<file path="config.mk">
export PLATFORM = sky130hd
export DESIGN_NAME = grey_step_sched
export DESIGN_NICKNAME = d
export VERILOG_FILES = /design/src/rtl/grey_step_sched.sv
export SDC_FILE = /design/constraint.sdc
export NUM_CORES = 1
export LEC_CHECK = 0
export CORE_ASPECT_RATIO = 0.7
export CORE_MARGIN = 8
export CORE_UTILIZATION = 43
export DETAILED_ROUTE_END_ITERATION = 12
export MAX_ROUTING_LAYER = met4
export PLACE_DENSITY = 0.76
export RECOVER_POWER = 50
export REMOVE_ABC_BUFFERS = 1
export SKIP_LAST_GASP = 1
export SLEW_MARGIN = 20
export SYNTH_ARGS = -nofsm -noshare
export SYNTH_HDL_FRONTEND = slang
export SYNTH_SLANG_ARGS = --single-unit
</file>
<file path="constraint.sdc">
create_clock -name i_clk -period 3 [get_ports i_clk]
set_input_delay 0.75 -clock i_clk [delete_from_list [all_inputs] [get_ports i_clk]]
set_output_delay 0.75 -clock i_clk [all_outputs]
set_load 0.05 [all_outputs]
</file>
<file path="src/rtl/grey_step_sched.sv">
// grey_step_sched: round-robin scheduler that shares one 6-bit Gray-code
// counter among NREQ requesters. It paces single-cycle increment pulses for
// the granted requester, pulses o_done when the run finishes, and flags any
// counter step that does not change exactly one bit.
module grey_step_sched #(
    parameter int NREQ  = 4,
    parameter int CNT_W = 6,
    parameter int GAP   = 1,
    localparam int OW   = (NREQ > 1) ? $clog2(NREQ) : 1
) (
    input  logic                    i_clk,
    input  logic                    i_reset,
    input  logic [NREQ-1:0]         i_req_valid,
    input  logic [NREQ*CNT_W-1:0]   i_req_steps,
    output logic [NREQ-1:0]         o_req_ready,
    output logic [NREQ-1:0]         o_done,
    output logic                    o_busy,
    output logic [OW-1:0]           o_owner,
    output logic                    o_incr,
    input  logic [5:0]              i_grey_code,
    input  logic                    i_err_clr,
    output logic                    o_step_err
);

    localparam int PW = (GAP > 1) ? $clog2(GAP) : 1;
    localparam logic [PW-1:0] PACE_LOAD = PW'((GAP > 0) ? GAP - 1 : 0);

    typedef enum logic [1:0] {S_IDLE, S_STEP, S_PACE, S_DONE} state_t;

    state_t            state;
    logic [OW-1:0]     ptr;
    logic [CNT_W-1:0]  remain;
    logic [PW-1:0]     pace_cnt;
    logic [5:0]        prev_code;
    logic              chk_vld;

    logic [OW-1:0]     win;
    logic              found;
    logic [OW-1:0]     cand;
    logic [NREQ-1:0]   grant;
    logic [CNT_W-1:0]  win_steps;
    logic              hs;

    // Pick the first valid requester searching upward from the last owner.
    always_comb begin
        win   = '0;
        found = 1'b0;
        cand  = '0;
        grant = '0;
        for (int i = 1; i <= NREQ; i++) begin
            cand = OW'((int'(ptr) + i) % NREQ);
            if (!found && i_req_valid[cand]) begin
                found = 1'b1;
                win   = cand;
            end
        end
        if (found && state == S_IDLE)
            grant[win] = 1'b1;
    end

    assign o_req_ready = grant;
    assign hs          = (state == S_IDLE) && found;
    assign win_steps   = i_req_steps[win*CNT_W +: CNT_W];

    // Scheduler FSM: grant, paced increment pulses, completion pulse.
    always_ff @(posedge i_clk) begin
        if (i_reset) begin
            state    <= S_IDLE;
            ptr      <= OW'(NREQ - 1);
            o_owner  <= '0;
            remain   <= '0;
            pace_cnt <= '0;
            o_incr   <= 1'b0;
            o_done   <= '0;
            o_busy   <= 1'b0;
        end else begin
            o_incr <= 1'b0;
            o_done <= '0;
            case (state)
                S_IDLE: begin
                    if (hs) begin
                        o_owner <= win;
                        ptr     <= win;
                        remain  <= win_steps;
                        o_busy  <= 1'b1;
                        if (win_steps == '0) begin
                            state       <= S_DONE;
                            o_done[win] <= 1'b1;
                        end else begin
                            state  <= S_STEP;
                            o_incr <= 1'b1;
                        end
                    end
                end
                S_STEP: begin
                    remain <= remain - 1'b1;
                    if (remain == CNT_W'(1)) begin
                        state           <= S_DONE;
                        o_done[o_owner] <= 1'b1;
                    end else if (GAP > 0) begin
                        state    <= S_PACE;
                        pace_cnt <= PACE_LOAD;
                    end else begin
                        o_incr <= 1'b1;
                    end
                end
                S_PACE: begin
                    if (pace_cnt == '0) begin
                        state  <= S_STEP;
                        o_incr <= 1'b1;
                    end else begin
                        pace_cnt <= pace_cnt - 1'b1;
                    end
                end
                S_DONE: begin
                    state  <= S_IDLE;
                    o_busy <= 1'b0;
                end
                default: state <= S_IDLE;
            endcase
        end
    end

    // Step checker: snapshot the code on each pulse, compare one cycle later.
    always_ff @(posedge i_clk) begin
        if (i_reset) begin
            prev_code  <= '0;
            chk_vld    <= 1'b0;
            o_step_err <= 1'b0;
        end else begin
            chk_vld <= o_incr;
            if (o_incr)
                prev_code <= i_grey_code;
            // A new error takes priority over a simultaneous clear.
            if (chk_vld && $countones(i_grey_code ^ prev_code) != 1)
                o_step_err <= 1'b1;
            else if (i_err_clr)
                o_step_err <= 1'b0;
        end
    end

endmodule

</file>
### Word-level counts from Yosys, hierarchy flattened

Cells that the tools add are included.

* $add $sub $neg: 11
* multiply operators: 1
* divide/modulo/power cells: 0
* magnitude comparators: 8
* eq/ne operators: 8
* shift-type cells: 1
* multiplexer cells: 43
* bitwise operators: 1
* reductions and logical operators: 21

Operators with widths (count)
* 24-bit by 6-bit indexed part select with 6-bit output: 1
* 1-bit two-way mux: 19
* 2-bit by 3-bit less-than comparator with 1-bit output, second input constant: 6
* 4-bit two-way mux: 4
* 2-bit two-way mux: 7
* 6-bit one-hot mux with 2 select lines: 1
* 2-bit AND reduction: 5
* 1-bit binary-select mux with 2-bit select: 4
* 2-bit one-hot mux with 4 select lines: 1
* 4-bit one-hot mux with 2 select lines: 1
* 2-bit nonzero test: 4
* 1-bit logical AND: 7
* 1-bit by 1-bit adder with 2-bit output: 3
* 6-bit by 1-bit equality test with 1-bit output, second input constant: 1
* 6-bit zero test: 1
* 6-bit two-way mux: 1
* 2-bit != test, second input constant: 3
* 1-bit one-hot mux with 2 select lines: 3
* 6-bit by 1-bit subtractor with 6-bit output, second input constant: 1
* 6-bit bitwise XOR: 1
* 2-bit by 1-bit adder with 2-bit output, second input constant: 2
* 2-bit adder, second input constant: 2
* 3-bit by 2-bit adder with 4-bit output: 1
* 1-bit demux with 2-bit select: 2
* other kinds (9): 13

* flip-flop bits (word level): 27
* bits in latches: 0
* bits in writable memories: 0
* ROM bits: 0
* input port bits: 37
* output and inout port bits: 13
* memories: 0

### Logic depth before layout (Yosys ltp)

Gate-level depths: netlist of run 1.

* word-level depth: 20
* depth in mapped cells: 10
* depth with buffers taken out: 10

### Least setup slack after synthesis of run 1

No wires, ideal clock.

* path type: in2out
* from: input i_req_valid[0]
* to: output o_req_ready[2]
* arrival: 2.667 ns
* required time: 2.250 ns
* slack: -0.417 ns
* stages: 6
* buffers on the path: 2
* cells stage by stage: o21a_1 a211oi_2 buf_6 buf_12 nand2_1 nor3_1

* longest elaborated chain between the ends: 17
* elaborated cells between the ends (all ways): 29
* those cells by class: 2 x order compare; 19 x mux; 8 x reduce/logical

Ends and longest elaborated chain
* start, declared: line 13 `input logic [NREQ-1:0] i_req_valid,`
* 1-bit binary-select mux with 2-bit select: line 52 `if (!found && i_req_valid[cand]) begin`
* 1-bit two-way mux (not written as such): line 52
* 1-bit two-way mux: line 52
* 1-bit zero test: line 52
* 1-bit logical AND: line 52
* 1-bit two-way mux: line 52
* 1-bit zero test: line 52
* 1-bit logical AND: line 52
* 1-bit two-way mux: line 52
* 1-bit zero test: line 52
* 1-bit logical AND: line 52
* 2-bit two-way mux: line 52
* 2-bit by 3-bit less-than comparator with 1-bit output (not written as such) or 2-bit by 1-bit greater-or-equal comparator with 1-bit output (tied branches): line 58 `grant[win] = 1'b1;`
* 1-bit logical AND (not written as such): line 58
* 1-bit two-way mux (not written as such): line 58
* 1-bit demux with 2-bit select: line 58
* 4-bit two-way mux *: line 57 `if (found && state == S_IDLE)`
* end, declared: line 15 `output logic [NREQ-1:0] o_req_ready,`

Mark *: on every way between the ends. The rest lies on a longest branch, timed or not. The select of a mux whose other input is x is not followed.

### Worst setup path after layout of run 1

* from: input i_req_valid[1]
* to: output o_req_ready[2]

Same word-level chain as after synthesis.

==> results of run 1 <==
## Yosys cell counts (2+ instances only)
cell / number / area share (%)
a211oi_1: 2 / 0.86
a21oi_1: 14 / 4.0
a31oi_1: 3 / 1.1
buf_6: 2 / 1.3
clkbuf_1: 6 / 1.3
dfxtp_1: 26 / 30
fa_1: 3 / 3.4
ha_1: 3 / 2.1
inv_1: 7 / 1.5
mux2_1: 2 / 1.3
mux2_2: 6 / 3.9
mux2i_1: 19 / 11
nand2_1: 11 / 2.4
nand2b_1: 5 / 1.8
nand3_1: 4 / 1.1
nor2_1: 25 / 5.4
nor2b_1: 4 / 1.4
nor3_1: 10 / 2.9
nor4_1: 3 / 1.1
o21a_1: 4 / 1.7
o21ai_0: 3 / 0.86
o21ai_1: 2 / 0.57
o21bai_1: 3 / 1.3
o22ai_2: 2 / 1.4
or2b_1: 2 / 0.86
or4_1: 3 / 1.3
xnor2_1: 5 / 2.5
## path summary, 6_finish.rpt
path                                  endpoint  slack (ns)           start
worst max-delay path            o_req_ready[2]        0.07  i_req_valid[1]
worst min-delay path                o_step_err        0.48         chk_vld
worst max register to register      o_step_err        0.48    prev_code[1]
worst min register to register      o_step_err        0.48         chk_vld
## sequential cells by signal, indices dropped and copies added, names as in the netlist
name and cells:
chk_vld 1, o_busy 1, o_done 4, o_incr 1, o_owner 2, o_step_err 1
prev_code 6, ptr 2, remain 6, state 2
## cells by family after synthesis
| group | synth area share, % |
|---|---|
| DFF | 29.8 |
| AOI/OAI and AO/OA | 17.5 |
| buffers and inverters | 5.51 |
| xor gates and xnor gates | 3.01 |
| muxes | 16.9 |
| adders and majority gates | 5.58 |
| and+or+nand+nor | 21.7 |
## metal layers
| metal | vias to the layer above | GRT usage, % | part of all wire [%] |
|---|---|---|---|
| met5 | - | - | 0 |
| met4 | 0 | 2.49 | 0.42 |
| met3 | 4 | 3.78 | 5.9 |
| met2 | 47 | 23.6 | 45 |
| met1 | 730 | 18.2 | 49 |
| li1 | 838 | - | - |
## power groups by stage
stage / clock network [mW] / logic [mW] / registers [mW]
2_1_floorplan: 0 / 0.277 / 0.451
3_3_place_gp: 0 / 0.493 / 0.426
3_5_place_dp: 0 / 0.502 / 0.428
4_1_cts: 0.291 / 0.514 / 0.422
5_1_grt: 0.309 / 0.557 / 0.429
6_report: 0.285 / 0.506 / 0.422
## critical path: stages
cell	delay (ns)
dlygate4sd2_1	0.28
buf_4	0.15
o21a_1	0.21
a211oi_4	0.27
nand2_1	0.15
nor3_2	0.20
buf_12	0.17
## through the flow
step,utilization (%),TNS [ns],instance area (µm²)
after floorplan,-,-2.66,1680
after global placement,61.5,-1.12,2410
after detailed placement,61.5,-1.25,2410
after CTS,64.7,0,2540
after global routing,64.1,-0.00544,2510
final,64.1,0,2510
## what timing repair did
action,4_1_cts,5_1_grt
gates resized for setup,18,4
setup endpoints to repair,5,3
pin swaps,3,6
hold buffers,0,0
## layout make-up
class | instances | share of cell area [%]
clock buffers | 3 | 1.64
clock inverters | 1 | 1.19
inverters | 7 | 1.04
multi-input cells | 156 | 47.5
flip-flops and latches | 26 | 20.7
well taps | 52 | 2.59
repair buffers | 68 | 25.3
==> impl_metrics.json, run 1 <==
{
  "outcome": "finished, final reports clean",
  "maxCapViolCount": 0,
  "core_mm2": 0.00392,
  "multi_input_area_mm2": 0.00119,
  "clock_latency_ns": 0.27,
  "worstSetupStartpointType": "input pin",
  "async_reset_ff_share_pct": 0,
  "fin_crit_ns": 2.93,
  "port_buffers": 49,
  "area_delta_synth_final_pct": 43.9,
  "die_w_um": 92.2,
  "die-area_mm2": 0.00639,
  "cts_setup_buffers": 0,
  "cts.sinks": 26,
  "p_comb_share_pct": 41.7,
  "powerDensity_mw_per_mm2": 483,
  "start_util_pct": 44.6,
  "numCtsBuffers": 3,
  "drt_iter0_drc": 74,
  "tightest_slew_ns": 0.580,
  "p_int_uw": 806,
  "first_pass_iters": 4,
  "clkPwrFrac_pct": 23.5,
  "setup_violations": 0,
  "hpwl_mm": 3.69,
  "synth_seq_cells": 26,
  "total_power_mw": 1.21,
  "finClkSkew_ns": 0.00514,
  "instances_no_fill": 313,
  "nets": 305,
  "htree_levels": 1,
  "gr-total-overflow": 0,
  "fmax_mhz": 342,
  "synthFlopType": "dfxtp_1",
  "vias": 1619,
  "finalCritPeriodShare_pct": 97.6,
  "regArea_um2": 520,
  "antenna-diode-count": 0,
  "place_congestion": 0.886,
  "peakVddDrop_mv": 0.353,
  "antenna_found_initial": 0,
  "syn_inst": 199,
  "io_pins": 50,
  "grt_start_max_net_pins": 26,
  "grt_pass1_vias": 1691,
  "cts_tree": "done",
  "root_buffer": "clkbuf_8",
  "ys_warn_count": 0,
  "finalWorstSetupSlack_ns": 0.0731,
  "fillCellCount": 339,
  "reg2reg_depth": 10,
  "pre_cts_ws_ns": -0.530,
  "drive_gt1_share_pct": 18.8,
  "cp.arrival_ns": 2.18,
  "wl_mm": 4.48,
  "whs_ns": 0.477,
  "relSlewSlack_pct": 61.0,
  "chipHeight_um": 69.3,
  "ant_nets": 0,
  "routedWlPerCell_um": 14.3,
  "whs_path_depth": 2,
  "p_leak_nw": 1.02,
  "crit_fanout": 5,
  "final_cell_mix": "33 x clkdlybuf4s50_1, 26 x dfxtp_1, 24 x nor2_1",
  "p_sw_uw": 408,
  "avgSynthCellArea_um2": 8.78,
  "finalMaxSlewViolations": 0,
  "synth_cell_types": 47,
  "critPathRequiredTime_ns": 2.25,
  "synth_seq_area_share_pct": 29.8,
  "placed_cells": 309,
  "finalHoldViolCount": 0,
  "p_seq_share_pct": 34.8,
  "rsz0062_at_grt": "yes",
  "hold_class": "register to register",
  "num_rows": 19,
  "via_per_inst": 5.17,
  "clk_pin_slew_worst_paths_ns": 0.09,
  "drc": 0,
  "crit_type": "input pin to output port",
  "synth_area_mm2": 0.00175,
  "mostFrequentLayoutCell": "clkdlybuf4s50_1",
  "cts_max_path_buffers": 2,
  "synth_edf_count": 0,
  "end_kind": "output port",
  "switching_share_pct": 33.6,
  "gr-usage-all-layers_pct": 14.7,
  "grt_pass1_wl_mm": 7.73
}
Power figures use the tool's default switching activity.
==> run 2, diff against run 1 <==
- CELL_PAD_IN_SITES_DETAIL_PLACEMENT: unset -> 2
- CELL_PAD_IN_SITES_GLOBAL_PLACEMENT: unset -> 2
- CORE_UTILIZATION: 43 -> 33
- DONT_BUFFER_PORTS: unset -> 1
- PLACE_DENSITY: 0.76 -> unset
- PLACE_DENSITY_LB_ADDON: unset -> 0.1
- clock period: 3 -> 2.4 ns (I/O delays scaled with it)
==> impl_metrics.json, run 2 (synthesis gave the netlist of run 1 again) <==
{
  "clk_pin_slew_worst_paths_ns": 0.10,
  "crit_fanout": 2,
  "peakVddDrop_mv": 0.192,
  "crit_type": "register to register",
  "clock_latency_ns": 0.27,
  "rsz0062_at_grt": "yes",
  "finClkSkew_ns": 0.00527,
  "drive_gt1_share_pct": 21.4,
  "port_buffers": 0,
  "routedWlPerCell_um": 19.0,
  "nets": 254,
  "cts_setup_buffers": 0,
  "p_leak_nw": 0.777,
  "place_congestion": 0.845,
  "core_mm2": 0.00517,
  "fin_crit_ns": 2.58,
  "first_pass_iters": 2,
  "finalHoldViolCount": 0,
  "cts_tree": "done",
  "crit_slowest_cell": "fa_1",
  "antenna-diode-count": 0,
  "ctsHoldBuffers": 0,
  "pre_cts_ws_ns": -0.544,
  "finalWorstSetupSlack_ns": -0.177,
  "drt_iter0_drc": 52,
  "die-area_mm2": 0.00792,
  "via_per_inst": 5.34,
  "reg2reg_depth": 10,
  "grt_start_max_net_pins": 27,
  "cpMostUsedCell": "fa_1",
  "reg_top3": "prev_code (6), remain (6), o_done (4)",
  "stdcell_area_mm2": 0.00203,
  "worstSetupStartpointType": "register",
  "drc": 0,
  "io_pins": 50,
  "powerDensity_mw_per_mm2": 718,
  "wl_mm": 5.37,
  "min_from": "i_reset",
  "die_w_um": 103,
  "numCtsBuffers": 3,
  "mostFrequentLayoutCell": "nor2_1",
  "relSlewSlack_pct": 60.0,
  "gr-total-overflow": 0,
  "vias": 1505,
  "final_cell_mix": "25 x nor2_1, 23 x dfxtp_1, 19 x mux2i_1",
  "crit_path_start": "prev_code[0]",
  "cts_max_path_buffers": 2,
  "htree_levels": 1,
  "chipHeight_um": 76.9,
  "hold_class": "input pin to register",
  "start_util_pct": 33.8,
  "finalMaxSlewViolations": 0,
  "hpwl_mm": 4.51,
  "tightest_slew_ns": 0.599,
  "cts.sinks": 26,
  "grt_pass1_vias": 1694,
  "path_cells": "xnor2_2 > fa_1 > fa_1 > inv_1 > ha_1 > inv_1 > fa_1 > nand3_1 > a21oi_2 > nor2_1",
  "r2r_start": "prev_code[0]",
  "finalCritPeriodShare_pct": 107,
  "area_delta_synth_final_pct": 16.4,
  "gr-usage-all-layers_pct": 14.1,
  "end_kind": "register",
  "outcome": "complete, but fails checks",
  "fillCellCount": 604,
  "rrSetupSlack_ns": -0.18,
  "root_buffer": "clkbuf_8",
  "slowest_delay_ns": 0.58,
  "fmax_mhz": 388,
  "num_rows": 22,
  "whs_ns": 0.382,
  "whs_path_depth": 1,
  "total_power_mw": 1.46,
  "violations": "negative setup slack",
  "maxCapViolCount": 0,
  "crit_path_end": "o_step_err",
  "grt_pass1_wl_mm": 8.64,
  "reg2reg_to": "o_step_err",
  "fin_setup_tns_ns": -0.314,
  "cp.arrival_ns": 2.76,
  "dpl_cell_area_mm2": 0.00191,
  "setup_violations": 4,
  "antenna_found_initial": 0,
  "ant_nets": 0,
  "critPathRequiredTime_ns": 2.58
}
## run 2: changes by cell type in the layout (fill, tap and decap cells not counted), sizes merged
cell           delta
buf               -6
clkbuf            -2
dlygate4sd2       -5
clkdlybuf4s50    -33
dlygate4sd3       -5
## run 2: power breakdown
part           leakage (nW)  internal (mW)  switching (mW)
clock network        0.0357          0.223           0.149
registers             0.215          0.480          0.0853
logic                 0.527          0.234           0.289
total                 0.777          0.937           0.523
## run 2: timing repair
action,in CTS,in global routing
pin swaps,5,1
cloned,0,0
hold endpoints to repair,0,0
setup endpoints to repair,5,4
resized for setup,9,5
## run 2: how the worst min path moves through the flow
stage	end	slack, ns
after floorplan	o_step_err	0.43
after global placement	o_step_err	0.47
after detailed placement	o_step_err	0.47
final	o_busy	0.38
after global routing	o_step_err	0.37
after CTS	o_busy	0.38
## run 2: layer usage
metal,track usage [%],up-vias,part of all wire [%]
met5,-,-,0
met4,1.73,0,0.35
met3,4.15,2,6.3
met2,23.5,27,50
met1,16.7,745,44
li1,-,731,-
## run 2: metrics by stage
stage | instances | utilization [%]
finish | 282 | 39.3
global route | 282 | 39.3
CTS | 282 | 39.2
detailed placement | 278 | 37.0
global placement | 278 | 37.0
floorplan | 189 | -
## run 2: layout make-up
type	instances	area [µm²]	area share (%)
Multi-Input combinational cell	156	1200	58.9
Clock inverter	1	30.0	1.48
Timing Repair Buffer	17	124	6.09
Tap cell	72	90.1	4.43
Clock buffer	3	41.3	2.03
Sequential cell	26	524	25.8
Inverter	7	26.3	1.29
## run 2: worst max-delay path, delay by kind of cell, from the launching register on
family          cells  cell delay, ns
compound gates      1            0.13
xor+xnor            1            0.14
fa+ha+maj           4            1.60
buf+inv             2            0.11
flops               1            0.34
simple gates        2            0.14
==> RTL edit: new RTL, flow settings as in run 2 <==
Re-encode `state_t` (4 states) as Gray code, 2 bits wide.
--- a/src/rtl/grey_step_sched.sv
+++ b/src/rtl/grey_step_sched.sv
@@ -25,7 +25,7 @@
     localparam int PW = (GAP > 1) ? $clog2(GAP) : 1;
     localparam logic [PW-1:0] PACE_LOAD = PW'((GAP > 0) ? GAP - 1 : 0);
 
-    typedef enum logic [1:0] {S_IDLE, S_STEP, S_PACE, S_DONE} state_t;
+    typedef enum logic [1:0] {S_IDLE = 2'b00, S_STEP = 2'b01, S_PACE = 2'b11, S_DONE = 2'b10} state_t;
 
     state_t            state;
     logic [OW-1:0]     ptr;
Function: no difference found for any inputs over 4 cycles, from zero or initial values and one cycle with i_reset high; so few cycles prove little.
==> RTL edit against run 2 <==
  * The flow still finishes with violations (negative setup slack)
  * Die area is 18% higher
  * Critical path depth did not move
  * Hold slack got worse by 0.76 ps
  * Routed wire length grew 40%
  * Area after synthesis up 22%
  * Global-route usage is 2.5 points higher
  * Worst setup slack better by 15 ps
  * Core utilization increased by 3.4 points
  * Design area up 31%
  * Maximum frequency increased by 0.59%
  * Sequential cell count is the same
  * Critical path type unchanged
Power is not compared: it rests on default switching activity, and its combinational part moved more than twofold at a synthesized area within 25%.
==> RTL edit: results (changes against run 2) <==
failing checks=negative setup slack; Setup WS pre-CTS=-505 ps (+39.0 ps); nets@finish=327 (+29%); # setup viols final=5 (+1); Final TNS setup=-320 ps (-5.41 ps); Final HPWL DP=5.92 mm (+31%); met3 Usage GRT=3.32% (-0.82 points); placed cell count=352 (+27%); layout cells sized above 1=26.2% (+4.7 points); Clock Path Buffers=2 (unchanged); Slew @ Worst Pin=704 ps (+105 ps); Max stage delay on crit path=560 ps (-20 ps); Post-synth top cells=dfxtp_1 (26), nor2_1 (22), nand2_1 (15), o21a_1 (14); met1 usage=23.9% (+7.2 points); clock skew=2.37 ps (-2.90 ps); GP Congestion=0.833 (-1.5%); status=finished, violations left; all-layer global routing usage=16.6% (+2.5 points); largest net degree at the start of global routing=28 (+3.7%); maximum VDD drop=0.402 mV; Seq/Total Area, Yosys=24.4% (-5.4 points); crit path DAT=2740 ps (-20 ps); WL/cell=21.0 um (+11%); Final ANT Viol Nets=0 (unchanged); met2 usage=24.2% (+0.67 points); DR vias=2112 (+40%); post-route setup slack=-162 ps (+15.2 ps); Critical Path Fanout Max=2 (unchanged); # fillers=694 (+15%); vias in the first global route=2293 (+35%); Num CTS Buffers=3 (unchanged); Mapped Avg Cell Area=8.34 um^2 (-5.1%); final WL=7.51 mm (+40%); top area cells in the synthesized netlist=dfxtp_1 (24%), o21a_1 (4.9%), nor4bb_1 (4.7%); first drt pass iteration count=4 (+2); global-route wire length before repair=12.5 mm (+45%); initial DRC count=91 (+75%); Unique masters post-synth=50 (+6.4%); Yosys warning count=0 (unchanged)
RTL edit: cell families (layout without fill, tap and decap cells):
| family | count (synthesis) | in the layout | share of synthesized area, % |
|---|---|---|---|
| compound gates | 87 | 87 | 32.2 |
| buf+inv | 32 | 55 | 6.10 |
| mux | 8 | 8 | 4.22 |
| fa+ha+maj | 10 | 10 | 6.92 |
| simple gates | 87 | 87 | 23.7 |
| flops | 26 | 26 | 24.4 |
| xor+xnor | 6 | 6 | 2.46 |
RTL edit: worst paths after layout:
kind | end | start | depth (start not counted)
hold / removal | prev_code[1] | i_reset | 1
setup / recovery | o_step_err | prev_code[3] | 10
setup reg to reg | o_step_err | prev_code[3] | 10
hold reg to reg | o_step_err | chk_vld | 2
RTL edit: repair_timing:
action | in CTS | in global routing
gates resized for setup | 13 | 19
buffers inserted | 1 | 0
pin swaps | 4 | 8
hold endpoints to repair | 0 | 0
endpoints found under the setup margin | 11 | 12
RTL edit: layout make-up:
cell class / count / share of cell area (%)
flip-flops and latches: 26 / 19.7
well taps: 78 / 3.66
clock inverters: 1 / 1.13
clock buffers: 3 / 1.55
multi-input cells: 198 / 60.2
repair buffers: 39 / 12.0
inverters: 12 / 1.69
RTL edit: worst register-to-register path: cells and delay by family (launching register included):
kind	cells	cell delay (ps)
AND/OR/NAND/NOR	2	120
AO/OA/AOI/OAI	1	140
adder cells (fa/ha/maj)	4	1620
buffers and inverters	2	100
XOR/XNOR	1	140
flip-flops	1	340
RTL edit: power by group:
part | switching, mW | internal (mW)
Combinational | 1.14 | 0.909
Sequential | 0.283 | 0.572
Clock | 0.149 | 0.223
RTL edit: metal layers:
layer	up-vias	share of wire, %
met1	1051	53
li1	1024	-
met5	-	0
met2	37	43
met4	0	0
met3	0	4.1
RTL edit: through the flow:
| stage | util, % | instance area (um^2) | hold WS (ps) |
|---|---|---|---|
| detailed placement | 39.4 | 2460 | 451 |
| global placement | 39.4 | 2460 | 449 |
| CTS | 41.7 | 2600 | 376 |
| floorplan | - | 2050 | 432 |
| finish | 42.7 | 2670 | 381 |
| global route | 42.7 | 2670 | 366 |
